**src/rtl/pulse_gen_pkg.sv**
```systemverilog
// pulse_gen_pkg: shared definitions for the multi-channel pulse generator.
//   - command offsets relative to the block's base command code
//   - per-channel state encoding (codes are visible on the register bus)
//   - byte extraction helper for little-endian register reads
package pulse_gen_pkg;

   localparam logic [2:0] OFF_CHSEL = 3'd0;
   localparam logic [2:0] OFF_DELAY = 3'd1;
   localparam logic [2:0] OFF_WIDTH = 3'd2;
   localparam logic [2:0] OFF_COUNT = 3'd3;
   localparam logic [2:0] OFF_GAP   = 3'd4;
   localparam logic [2:0] OFF_CTRL  = 3'd5;
   localparam logic [7:0] NUM_CMDS  = 8'd6;

   typedef enum logic [2:0] {
      ST_IDLE  = 3'd0,
      ST_ARMED = 3'd1,
      ST_DELAY = 3'd2,
      ST_HIGH  = 3'd3,
      ST_GAP   = 3'd4,
      ST_DONE  = 3'd5
   } ch_state_t;

   // Byte idx of a register holding nbytes bytes; indices past the end read 0.
   function automatic logic [7:0] get_byte(input logic [31:0] value,
                                           input logic [15:0] idx,
                                           input int          nbytes);
      logic [7:0] b;
      b = 8'd0;
      for (int i = 0; i < 4; i++) begin
         b = ((i < nbytes) && (idx == 16'(i))) ? value[8*i +: 8] : b;
      end
      return b;
   endfunction

endpackage

```
**src/rtl/pulse_channel.sv**
```systemverilog
// pulse_channel: one output channel of the pulse generator.
// Holds the channel's configuration registers, its state machine and the
// working counters that time delay, pulse width and inter-pulse gap.
// Ports:
//   clkin, reset   clock and synchronous active-high reset
//   trig_edge      one-cycle trigger edge from the shared edge detector
//   wr_en          a byte write addressed to this channel (offsets 1..5)
//   off, idx       command offset and byte index for writes and reads
//   wr_data        write byte
//   rd_data        combinational read byte for (off, idx)
//   pulse, busy    registered channel outputs
module pulse_channel
   import pulse_gen_pkg::*;
#(
   parameter int DELAY_W = 32,
   parameter int WIDTH_W = 16,
   parameter int COUNT_W = 8
) (
   input  logic        clkin,
   input  logic        reset,
   input  logic        trig_edge,
   input  logic        wr_en,
   input  logic [2:0]  off,
   input  logic [15:0] idx,
   input  logic [7:0]  wr_data,
   output logic [7:0]  rd_data,
   output logic        pulse,
   output logic        busy
);

   ch_state_t           state_r, state_s;
   logic [DELAY_W-1:0]  delay_r, gap_r;
   logic [WIDTH_W-1:0]  width_r;
   logic [COUNT_W-1:0]  count_r;
   logic                arm_r, cont_r;
   logic [DELAY_W-1:0]  cnt_r, cnt_s;
   logic [COUNT_W-1:0]  left_r, left_s;
   logic [WIDTH_W-1:0]  run_width_r;   // latched width minus one
   logic [DELAY_W-1:0]  run_gap_r;     // latched gap minus one
   logic [WIDTH_W-1:0]  width_m1_s;
   logic [DELAY_W-1:0]  gap_m1_s;
   logic [COUNT_W-1:0]  count_eff_s;
   logic                ctrl_wr_s, start_s, done_clr_s;
   logic                pulse_r, busy_r;

   assign ctrl_wr_s = wr_en && (off == OFF_CTRL) && (idx == 16'd0);
   assign pulse     = pulse_r;
   assign busy      = busy_r;

   // Zero width/count/gap behave as one; width and gap are kept as (n-1).
   always_comb begin
      width_m1_s  = (width_r == '0) ? '0 : (width_r - WIDTH_W'(1'b1));
      gap_m1_s    = (gap_r == '0) ? '0 : (gap_r - DELAY_W'(1'b1));
      count_eff_s = (count_r == '0) ? COUNT_W'(1'b1) : count_r;
   end

   // Next-state and working-counter logic; an arm=0 write overrides everything.
   always_comb begin
      state_s    = state_r;
      cnt_s      = cnt_r;
      left_s     = left_r;
      start_s    = 1'b0;
      done_clr_s = 1'b0;
      if (ctrl_wr_s && !wr_data[0]) begin
         state_s = ST_IDLE;
      end else begin
         case (state_r)
            ST_IDLE: begin
               if (ctrl_wr_s) state_s = ST_ARMED;
               else           state_s = ST_IDLE;
            end
            ST_ARMED: begin
               // An arm write in the same cycle swallows the trigger edge.
               if (ctrl_wr_s) begin
                  state_s = ST_ARMED;
               end else if (trig_edge) begin
                  state_s = ST_DELAY;
                  cnt_s   = delay_r;
                  left_s  = count_eff_s;
                  start_s = 1'b1;
               end else begin
                  state_s = ST_ARMED;
               end
            end
            ST_DELAY: begin
               if (cnt_r == '0) begin
                  state_s = ST_HIGH;
                  cnt_s   = DELAY_W'(run_width_r);
               end else begin
                  cnt_s = cnt_r - DELAY_W'(1'b1);
               end
            end
            ST_HIGH: begin
               if (cnt_r == '0) begin
                  if (left_r <= COUNT_W'(1'b1)) begin
                     state_s = ST_DONE;
                  end else begin
                     state_s = ST_GAP;
                     left_s  = left_r - COUNT_W'(1'b1);
                     cnt_s   = run_gap_r;
                  end
               end else begin
                  cnt_s = cnt_r - DELAY_W'(1'b1);
               end
            end
            ST_GAP: begin
               if (cnt_r == '0) begin
                  state_s = ST_HIGH;
                  cnt_s   = DELAY_W'(run_width_r);
               end else begin
                  cnt_s = cnt_r - DELAY_W'(1'b1);
               end
            end
            ST_DONE: begin
               if (cont_r) begin
                  state_s = ST_ARMED;
               end else begin
                  state_s    = ST_IDLE;
                  done_clr_s = 1'b1;
               end
            end
            default: state_s = ST_IDLE;
         endcase
      end
   end

   // State, counters, run snapshot and registered outputs.
   always_ff @(posedge clkin) begin
      if (reset) begin
         state_r     <= ST_IDLE;
         cnt_r       <= '0;
         left_r      <= '0;
         run_width_r <= '0;
         run_gap_r   <= '0;
         pulse_r     <= 1'b0;
         busy_r      <= 1'b0;
      end else begin
         state_r <= state_s;
         cnt_r   <= cnt_s;
         left_r  <= left_s;
         if (start_s) begin
            run_width_r <= width_m1_s;
            run_gap_r   <= gap_m1_s;
         end
         pulse_r <= (state_s == ST_HIGH);
         // Leaving ARMED is the trigger edge itself; busy starts one edge later.
         busy_r  <= (state_r != ST_ARMED) &&
                    (state_s inside {ST_DELAY, ST_HIGH, ST_GAP});
      end
   end

   // Configuration registers, little-endian byte writes.
   always_ff @(posedge clkin) begin
      if (reset) begin
         delay_r <= '0;
         width_r <= WIDTH_W'(1'b1);
         count_r <= COUNT_W'(1'b1);
         gap_r   <= DELAY_W'(1'b1);
         arm_r   <= 1'b0;
         cont_r  <= 1'b0;
      end else begin
         if (wr_en) begin
            for (int i = 0; i < DELAY_W / 8; i++) begin
               if ((off == OFF_DELAY) && (idx == 16'(i))) delay_r[8*i +: 8] <= wr_data;
               if ((off == OFF_GAP)   && (idx == 16'(i))) gap_r[8*i +: 8]   <= wr_data;
            end
            for (int i = 0; i < WIDTH_W / 8; i++) begin
               if ((off == OFF_WIDTH) && (idx == 16'(i))) width_r[8*i +: 8] <= wr_data;
            end
            for (int i = 0; i < COUNT_W / 8; i++) begin
               if ((off == OFF_COUNT) && (idx == 16'(i))) count_r[8*i +: 8] <= wr_data;
            end
         end
         if (ctrl_wr_s) begin
            arm_r  <= wr_data[0];
            cont_r <= wr_data[1];
         end else if (done_clr_s) begin
            arm_r <= 1'b0;
         end
      end
   end

   // Read mux for this channel's registers.
   always_comb begin
      rd_data = 8'd0;
      case (off)
         OFF_DELAY: rd_data = get_byte(32'(delay_r), idx, DELAY_W / 8);
         OFF_WIDTH: rd_data = get_byte(32'(width_r), idx, WIDTH_W / 8);
         OFF_COUNT: rd_data = get_byte(32'(count_r), idx, COUNT_W / 8);
         OFF_GAP:   rd_data = get_byte(32'(gap_r),   idx, DELAY_W / 8);
         OFF_CTRL: begin
            if (idx == 16'd0)      rd_data = {6'd0, cont_r, arm_r};
            else if (idx == 16'd1) rd_data = {5'd0, state_r};
            else                   rd_data = 8'd0;
         end
         default: rd_data = 8'd0;
      endcase
   end

endmodule

```
**src/rtl/multi_pulse_generator.sv**
```systemverilog
// multi_pulse_generator: NUM_CH independent delayed pulse-train channels
// behind the shared byte-wide register bus.
// Ports:
//   clkin, reset           clock and synchronous active-high reset
//   trigger_in             trigger level; rising edges start armed channels
//   reg_cmd, reg_bytecount command code and byte index of the bus access
//   reg_data_in            write byte
//   reg_read, reg_write    read / write strobes
//   data_read              registered read byte, 0 when not addressed
//   pulse_out, busy        per-channel outputs
module multi_pulse_generator
   import pulse_gen_pkg::*;
#(
   parameter int         NUM_CH   = 2,
   parameter int         DELAY_W  = 32,
   parameter int         WIDTH_W  = 16,
   parameter int         COUNT_W  = 8,
   parameter logic [7:0] CMD_BASE = 8'h20
) (
   input  logic              clkin,
   input  logic              reset,
   input  logic              trigger_in,
   input  logic [7:0]        reg_cmd,
   input  logic [15:0]       reg_bytecount,
   input  logic [7:0]        reg_data_in,
   input  logic              reg_read,
   input  logic              reg_write,
   output logic [7:0]        data_read,
   output logic [NUM_CH-1:0] pulse_out,
   output logic [NUM_CH-1:0] busy
);

   logic [7:0]  offset_s;
   logic [2:0]  off_s;
   logic        hit_s;
   logic [7:0]  chsel_r;
   logic        trig_prev_r, trig_edge_s;
   logic [7:0]  rd_byte_s, data_read_r;
   logic [7:0]  ch_rd_s [NUM_CH];
   logic [NUM_CH-1:0] ch_wr_s;

   // Wrapping subtraction makes codes below CMD_BASE miss as well.
   assign offset_s    = reg_cmd - CMD_BASE;
   assign hit_s       = (offset_s < NUM_CMDS);
   assign off_s       = offset_s[2:0];
   assign trig_edge_s = trigger_in && !trig_prev_r;
   assign data_read   = data_read_r;

   // Previous trigger level resets high so a trigger held through reset is not an edge.
   always_ff @(posedge clkin) begin
      if (reset) trig_prev_r <= 1'b1;
      else       trig_prev_r <= trigger_in;
   end

   // Channel select register.
   always_ff @(posedge clkin) begin
      if (reset) begin
         chsel_r <= 8'd0;
      end else if (reg_write && hit_s && (off_s == OFF_CHSEL) && (reg_bytecount == 16'd0)) begin
         chsel_r <= reg_data_in;
      end
   end

   for (genvar i = 0; i < NUM_CH; i++) begin : g_ch
      // An out-of-range CHSEL matches no channel, so its accesses are no-ops.
      assign ch_wr_s[i] = reg_write && hit_s && (off_s != OFF_CHSEL) && (chsel_r == 8'(i));

      pulse_channel #(
         .DELAY_W (DELAY_W),
         .WIDTH_W (WIDTH_W),
         .COUNT_W (COUNT_W)
      ) u_ch (
         .clkin     (clkin),
         .reset     (reset),
         .trig_edge (trig_edge_s),
         .wr_en     (ch_wr_s[i]),
         .off       (off_s),
         .idx       (reg_bytecount),
         .wr_data   (reg_data_in),
         .rd_data   (ch_rd_s[i]),
         .pulse     (pulse_out[i]),
         .busy      (busy[i])
      );
   end

   // Read mux across CHSEL and the selected channel.
   always_comb begin
      rd_byte_s = 8'd0;
      if (reg_read && hit_s) begin
         if (off_s == OFF_CHSEL) begin
            rd_byte_s = (reg_bytecount == 16'd0) ? chsel_r : 8'd0;
         end else begin
            for (int i = 0; i < NUM_CH; i++) begin
               rd_byte_s = (chsel_r == 8'(i)) ? ch_rd_s[i] : rd_byte_s;
            end
         end
      end else begin
         rd_byte_s = 8'd0;
      end
   end

   // Registered read data.
   always_ff @(posedge clkin) begin
      if (reset) data_read_r <= 8'd0;
      else       data_read_r <= rd_byte_s;
   end

endmodule

```
**config.mk**
```make
export PLATFORM = sky130hd
export DESIGN_NAME = multi_pulse_generator
export DESIGN_NICKNAME = d
export VERILOG_FILES = /design/src/rtl/pulse_gen_pkg.sv /design/src/rtl/pulse_channel.sv /design/src/rtl/multi_pulse_generator.sv
export SDC_FILE = /design/constraint.sdc
export NUM_CORES = 1
export LEC_CHECK = 0
export ABC_AREA = 1
export CORE_MARGIN = 2
export CORE_UTILIZATION = 57
export DETAILED_ROUTE_END_ITERATION = 10
export PLACE_DENSITY = 0.77
export SLEW_MARGIN = 25
export SYNTH_ARGS = -nofsm -noshare
export SYNTH_HDL_FRONTEND = slang
export SYNTH_SLANG_ARGS = --single-unit
```
**constraint.sdc**
```tcl
create_clock -name clkin -period 2.2 [get_ports clkin]
set_input_delay 0.33 -clock clkin [delete_from_list [all_inputs] [get_ports clkin]]
set_output_delay 0.33 -clock clkin [all_outputs]
set_load 0.01 [all_outputs]
```
* Word level (Yosys, flattened, before mapping)
Cells that the tools add are included.
** Word-level totals
- Bits in registers :: 383
- Input port bits :: 37
- Word-level logic and storage cells :: 269
** Operators by class
- $add $sub $neg :: 9
- Magnitude comparators :: 3
- Equal/unequal tests :: 37
- Mux-type cells :: 94
- Bitwise gates (word level) :: 3
- Reductions and logical operators :: 80
** Operators by type and width (number)
- 32-bit 2-to-1 mux :: 12
- 8-bit 2-to-1 mux :: 36
- 32-bit one-hot mux with 3 select lines :: 2
- 32-bit zero test :: 4
- 32-bit by 1-bit subtractor with 32-bit output, second input constant :: 4
- 8-bit one-hot mux with 5 select lines :: 2
- 16-bit zero test :: 3
- 2-bit AND reduction :: 22
- 3-bit 2-to-1 mux :: 12
- 16-bit by 2-bit equality test with 1-bit output, second input constant :: 2
- 16-bit 2-to-1 mux :: 2
- 8-bit one-hot mux with 2 select lines :: 2
- 16-bit by 1-bit subtractor with 16-bit output, second input constant :: 2
- 3-bit by 2-bit equality test with 1-bit output, second input constant :: 10
- 3-bit one-hot mux with 5 select lines :: 2
- 1-bit logical AND :: 27
- 3-bit equality test, second input constant :: 8
- 8-bit zero test :: 3
- 1-bit 2-to-1 mux :: 23
- 16-bit by 1-bit equality test with 1-bit output, second input constant :: 1
- 8-bit by 1-bit less-or-equal comparator with 1-bit output, second input constant :: 2
- 8-bit by 1-bit subtractor with 8-bit output, second input constant :: 2
- 3-bit nonzero test :: 5
- 6-bit AND reduction :: 2
- 15 further kinds :: 36

* Depth between registers and ports, before layout
- Word-level depth :: 13
- Depth in mapped cells :: 15
- Depth with buffers taken out :: 14

* Cells and area by module
A second synthesis with hierarchy kept.
** Second synthesis, totals
- Cell total of the unflattened synthesis :: 3436
- Area total of the unflattened synthesis :: 22121.2 um^2
** Modules (own cells, without submodules)
- pulse_channel (g_ch[1].u_ch) :: instances 1, cells an instance 1667, area each 10724.0 um^2, seq. area each 3663.5 um^2
- pulse_channel (g_ch[0].u_ch) :: instances 1, cells an instance 1603, area each 10408.7 um^2, seq. area each 3663.5 um^2
- multi_pulse_generator :: instances 1, cells an instance 166, area each 988.4 um^2, seq. area each 340.3 um^2

* Worst setup path after synthesis
No wires, ideal clock.
- Kind :: input to register
- Start point :: input reg_cmd[5]
- End point :: register g_ch[1].u_ch.gap_r[5]
- Arrival :: 1.990 ns
- Data required time :: 2.081 ns
- Setup slack :: 0.091 ns
- Stages :: 13
- Path buffers :: 2
- Path through :: inv_1 > ha_1 > inv_1 > nor2_1 > nand4_4 > nor2_4 > nand2_1 > buf_6 > nor2_1 > inv_1 > buf_2 > o21ai_0 > a21oi_1
** Between the ends
- Cells in the longest elaborated chain, start to end :: 6
** Ends and longest elaborated chain
- from (decl) :: RTL line multi_pulse_generator.sv:23 : input logic [7:0] reg_cmd,
- 8-bit by 6-bit subtractor with 8-bit output :: RTL line multi_pulse_generator.sv:43 : assign offset_s = reg_cmd - CMD_BASE;
- 8-bit by 3-bit < comparator with 1-bit output :: RTL line multi_pulse_generator.sv:44 : assign hit_s = (offset_s < NUM_CMDS);
- 1-bit logical AND (3 in series) :: RTL line multi_pulse_generator.sv:66 : assign ch_wr_s[i] = reg_write && hit_s && (off_s != OFF_CHSEL) && (chsel_r == 8'(i));
- 2-bit AND reduction (no source line)
- to (signal assigned) :: RTL line pulse_channel.sv:158 : gap_r <= DELAY_W'(1'b1);
- to (signal, indexed assignment) :: RTL line pulse_channel.sv:165 : if ((off == OFF_GAP) && (idx == 16'(i))) gap_r[8*i +: 8] <= wr_data;
- to (decl) :: RTL line pulse_channel.sv:32 : logic [DELAY_W-1:0] delay_r, gap_r;
Every way passes these cells.
A chain may end at the register's enable or synchronous reset.

* Worst setup path in the final report
- Start point :: register g_ch[1].u_ch.cnt_r[1]
- End point :: register g_ch[1].u_ch.cnt_r[26]
** Between the ends
- Cells in the longest elaborated chain, start to end :: 3
- Elaborated cells between the ends (all ways) :: 7
- Those cells by class :: add/sub (1); eq/ne (1); mux (3); reduce/logical (2)
** Ends and longest elaborated chain
- from (decl) :: RTL line pulse_channel.sv:36 : logic [DELAY_W-1:0] cnt_r, cnt_s;
- from (signal assigned) :: RTL line pulse_channel.sv:139 : cnt_r <= cnt_s;
- 32-bit by 1-bit subtractor with 32-bit output or 32-bit zero test (tied branches)
- 32-bit 2-to-1 mux (tied with other cells) :: RTL line pulse_channel.sv:86, pulse_channel.sv:107
- 32-bit one-hot mux with 3 select lines or 5-bit AND reduction (tied branches)
Several ways; a longest one is shown, not always the timed one.

==> results.txt <==
The flow ran to the end, and the final reports show no timing, DRC or antenna violations. The worst reg-to-reg path cell count came out at 13. For the pin with the worst max-slew slack, the measured transition is 0.939 ns. TritonCTS built the clock tree. The number of iterations in the first detailed-routing pass came out at 7. The sum of overflow across all layers after global routing is 0. Row generation in the floorplan step produced 71 rows. The clock passes through at most 3 buffers. The worst register-to-register path begins at g_ch[1].u_ch.cnt_r[1]. After filler insertion, the fill cell instance count of the layout stands at 3166. For the final database, setup skew stands at 0.0270 ns.

The synthesized instance count is 3322. The worst-case vdd ir drop is 0.000648 V. The count of distinct cell types in the synthesized netlist is 52. The worst register-to-register path ends at g_ch[1].u_ch.cnt_r[26]. The die is 199 um wide. The leakage power summed over all cells came out at 0.0123 uW. The worst slew slack as a fraction of its limit is 0.374. After synthesis, the largest family of logic cells by area is simple AND/OR/NAND/NOR gates. The endpoint required time on the critical path is 2.74 ns. Once detailed placement completed, the half-perimeter wirelength came to 64400 um. The remaining antenna violation count is 0. The number of flops mapped to enable cells by yosys is 0.

The internal reg-to-reg setup slack came out at 0.003 ns. Setup repair after global routing could not meet its margin everywhere. Wires add up to 89200 um.

The data arrival at the endpoint of the critical path came out at 2.73 ns. For this run, the share of the core covered by cells in the final layout is 0.732. The count of buffers from port buffering is 48.

The tree is rooted in a sky130_fd_sc_hd__clkbuf_16. The H-tree generated during clock tree synthesis spans 2 levels. The max-slew violation count is 0.

The final estimated routing congestion in global placement is 1.03. After clock tree synthesis, the clock-pin slew on the worst setup and hold paths is 0.06 ns. The quantity of hold-fixing buffers added after cts came out at 0. The average cell area after synthesis came out at 6.56 sq um. The fraction of final layout cells sized beyond drive strength 1 came out at 0.177. The summed area of non-filler cells in the final layout is 0.0276 sq mm. The setup TNS is 0 ns. In the synthesized netlist the dominant register cell turns out to be sky130_fd_sc_hd__dfxtp_1. The total of flip-flops plus latches after synthesis came out at 383. The period utilization is 0.999.

The setup-violating endpoint count in the final report came out at 0. Dividing the detail-routed via count by the number of cells gives 6.04. The number of placed instances with taps included came out at 4066. The area of the die is 0.0398 sq mm. Measured along the y axis, the die boundary spans 199 um. The total power density per cell area came out at 545 mW/mm^2. For this configuration, the core starts out at a cell density of 0.578. The final net count is 3678. The I/O pin count is 49.

The min-delay analysis places its worst path in the category input pin to register. By area the synthesized netlist is led by sky130_fd_sc_hd__dfxtp_1, sky130_fd_sc_hd__nor2_1, sky130_fd_sc_hd__nand2_1, sky130_fd_sc_hd__o21ai_0, sky130_fd_sc_hd__a21oi_1. The maximum fanout along the worst path came out at 15. The number of hold violations in the final report is 0.

The post-synthesis mux area share is 0. The post-synthesis instance area came out at 0.0218 sq mm. The yosys synthesis warning count came out at 0. The via count of the routed design is 25200. The instance area after placement came out at 0.0253 sq mm. The signed area change from the synthesized netlist to the final layout is 26.7%. Of the total synthesized cell area, the portion taken by AND, OR, NAND and NOR gates is 0.331. The highest clock rate came out at 0.455 GHz. The share of the Yosys chip area taken by registers is 0.352. The shortest period the worst path allows came out at 2.20 ns. By startpoint and endpoint, the worst setup path is classified as register to register. Once layout is complete, the cells apart from fillers number 4168. The number of antenna diodes in the final layout is 0. Counting the buffers created by CTS gives 43.

The initial detailed-routing violation count came out at 2803. The area share of fa/ha/maj cells after synthesis is 0.00747. STA classifies the critical path startpoint as a register. In the routed design, unresolved DRC markers number 0. The synthesized design spends more area on one cell type than any other, namely sky130_fd_sc_hd__dfxtp_1. The worst setup path is captured at a register. The number of global-route vias before repair is 23700.

The global-route wire length before repair came out at 132000 um. The compound-gate portion of the synthesized area was 0.186. The synthesized net count is 3372. The clock net sink count came out at 383. The global router's overall resource usage came out at 0.436. The worst setup path startpoint is g_ch[1].u_ch.cnt_r[1].

The async set-or-reset flop fraction in the synthesized netlist came out at 0. The clock reaches the later pin of the worst-skew pair after 0.60 ns. Hold timing on the final database bottoms out at a slack of 0.153 ns.

Following the worst setup path forward leads to its endpoint at g_ch[1].u_ch.cnt_r[26]. The total area inside the core boundary comes to 0.0377 sq mm. The top-area cell type share of the netlist area is 0.352. The maximum number of pins on one net before global-route repair came out at 176. The synthesized-area fraction occupied by xor and xnor cells came out at 0.0370. The average wire length per cell after detail routing is 21.4 um. The number of antenna violations at the first check in global routing is 1.

Across the run, the number of max-cap violations was 0.
[where the power goes]
| part | internal, uW | switching, uW | total [uW] |
|---|---|---|---|
| Clock | 4420 | 3110 | 7530 |
| Combinational | 190 | 372 | 562 |
| Sequential | 6930 | 0.230 | 6940 |
| Total | 11500 | 3480 | 15000 |
[registers in the layout (all words and copies together) (netlist names)]
signal and cells:
g_ch.u_ch.state_r 6, g_ch.u_ch.left_r 16, g_ch.u_ch.width_r 32, g_ch.u_ch.arm_r 2, g_ch.u_ch.run_width_r 32, g_ch.u_ch.run_gap_r 64
g_ch.u_ch.delay_r 64, g_ch.u_ch.gap_r 64, trig_prev_r 1, g_ch.u_ch.busy 2, g_ch.u_ch.cont_r 2, data_read 8
g_ch.u_ch.pulse 2, chsel_r 8, g_ch.u_ch.count_r 16, g_ch.u_ch.cnt_r 64
[worst min path at each step]
stage                                      from                     endpoint  slack (ns)  cells past startpoint
floorplan           g_ch[1].u_ch.run_width_r[5]  g_ch[1].u_ch.run_width_r[5]        0.42                      2
global placement    g_ch[0].u_ch.run_width_r[6]  g_ch[0].u_ch.run_width_r[6]        0.43                      2
detailed placement    g_ch[0].u_ch.run_gap_r[7]    g_ch[0].u_ch.run_gap_r[7]        0.44                      2
CTS                                       reset                  trig_prev_r        0.13                      3
global route                              reset                  trig_prev_r        0.15                      3
finish                                    reset                  trig_prev_r        0.15                      3
[per-layer routing]
| layer | global-route usage | up-vias | share of wire |
|---|---|---|---|
| li1 | - | 11600 | - |
| met1 | 0.504 | 11600 | 0.36 |
| met2 | 0.703 | 1488 | 0.45 |
| met3 | 0.0856 | 458 | 0.095 |
| met4 | 0.353 | 2 | 0.096 |
| met5 | 0 | - | 0.00015 |
[repair_timing]
item,in CTS,in global routing
resized for setup,12,127
pin swaps,0,23
buffers inserted,0,20
setup endpoints to repair,82,290
gates cloned,0,8
[synth_stat cells (22+ instances only)]
cell type,instances
sky130_fd_sc_hd__nor3_1,56
sky130_fd_sc_hd__dfxtp_1,383
sky130_fd_sc_hd__clkbuf_1,80
sky130_fd_sc_hd__nand3_1,243
sky130_fd_sc_hd__nand4_1,50
sky130_fd_sc_hd__o21ai_0,282
sky130_fd_sc_hd__nand2_1,575
sky130_fd_sc_hd__a211oi_1,97
sky130_fd_sc_hd__a21oi_1,246
sky130_fd_sc_hd__buf_2,62
sky130_fd_sc_hd__xor2_1,70
sky130_fd_sc_hd__xnor2_1,22
sky130_fd_sc_hd__nor2_2,23
sky130_fd_sc_hd__nor2_1,633
sky130_fd_sc_hd__inv_1,274
[cell families (layout without fill, tap and decap cells)]
family / Yosys count / after routing
buf+inv: 460 / 794
compound gates: 713 / 713
simple gates: 1661 / 1662
flops: 383 / 383
xor+xnor: 92 / 92
fa+ha+maj: 13 / 13
[stage by stage]
| step | power (uW) | worst slack [ns] |
|---|---|---|
| 6_report | 15000 | 0.00253 |
| 5_1_grt | 15300 | -0.114 |
| 3_5_place_dp | 7610 | -0.735 |
| 3_3_place_gp | 7600 | -0.623 |
| 4_1_cts | 15000 | -0.0135 |
| 2_1_floorplan | 7310 | 0.0910 |
[final cells by class]
class	count	area, sq um	share of cell area
flip-flops and latches	383	7670	0.278
repair buffers	425	4050	0.147
multi-input cells	2480	12700	0.459
inverters	295	1120	0.0406
clock inverters	18	245	0.00889
clock buffers	56	1200	0.0434
well taps	511	639	0.0232
[worst max-delay path, cell delays in order (launching register included)]
cell and delay, ns:
sky130_fd_sc_hd__dfxtp_1 0.32, sky130_fd_sc_hd__inv_1 0.08, sky130_fd_sc_hd__ha_2 0.19, sky130_fd_sc_hd__inv_1 0.06
sky130_fd_sc_hd__nor3b_2 0.19, sky130_fd_sc_hd__nand3_1 0.13, sky130_fd_sc_hd__nor2_2 0.16, sky130_fd_sc_hd__buf_4 0.19
sky130_fd_sc_hd__a21oi_1 0.09, sky130_fd_sc_hd__nand3b_1 0.10, sky130_fd_sc_hd__buf_4 0.19, sky130_fd_sc_hd__buf_12 0.19
sky130_fd_sc_hd__a21oi_1 0.08, sky130_fd_sc_hd__a21oi_1 0.16
[cell usage in the layout (no fill, tap or decap), drive strengths merged, types with 11 or more instances in the layout]
master / instances
nand3: 247
inv: 291
o22ai: 20
buf: 372
dfxtp: 383
xor2: 70
nor2: 671
ha: 13
or2: 15
nand4: 52
a21oi: 247
nand2: 586
o211a: 11
clkbuf: 62
nor3: 70
clkdlybuf4s50: 45
xnor2: 22
a211oi: 101
o21ai: 289
Note: power is estimated with default switching activity, not from simulation.
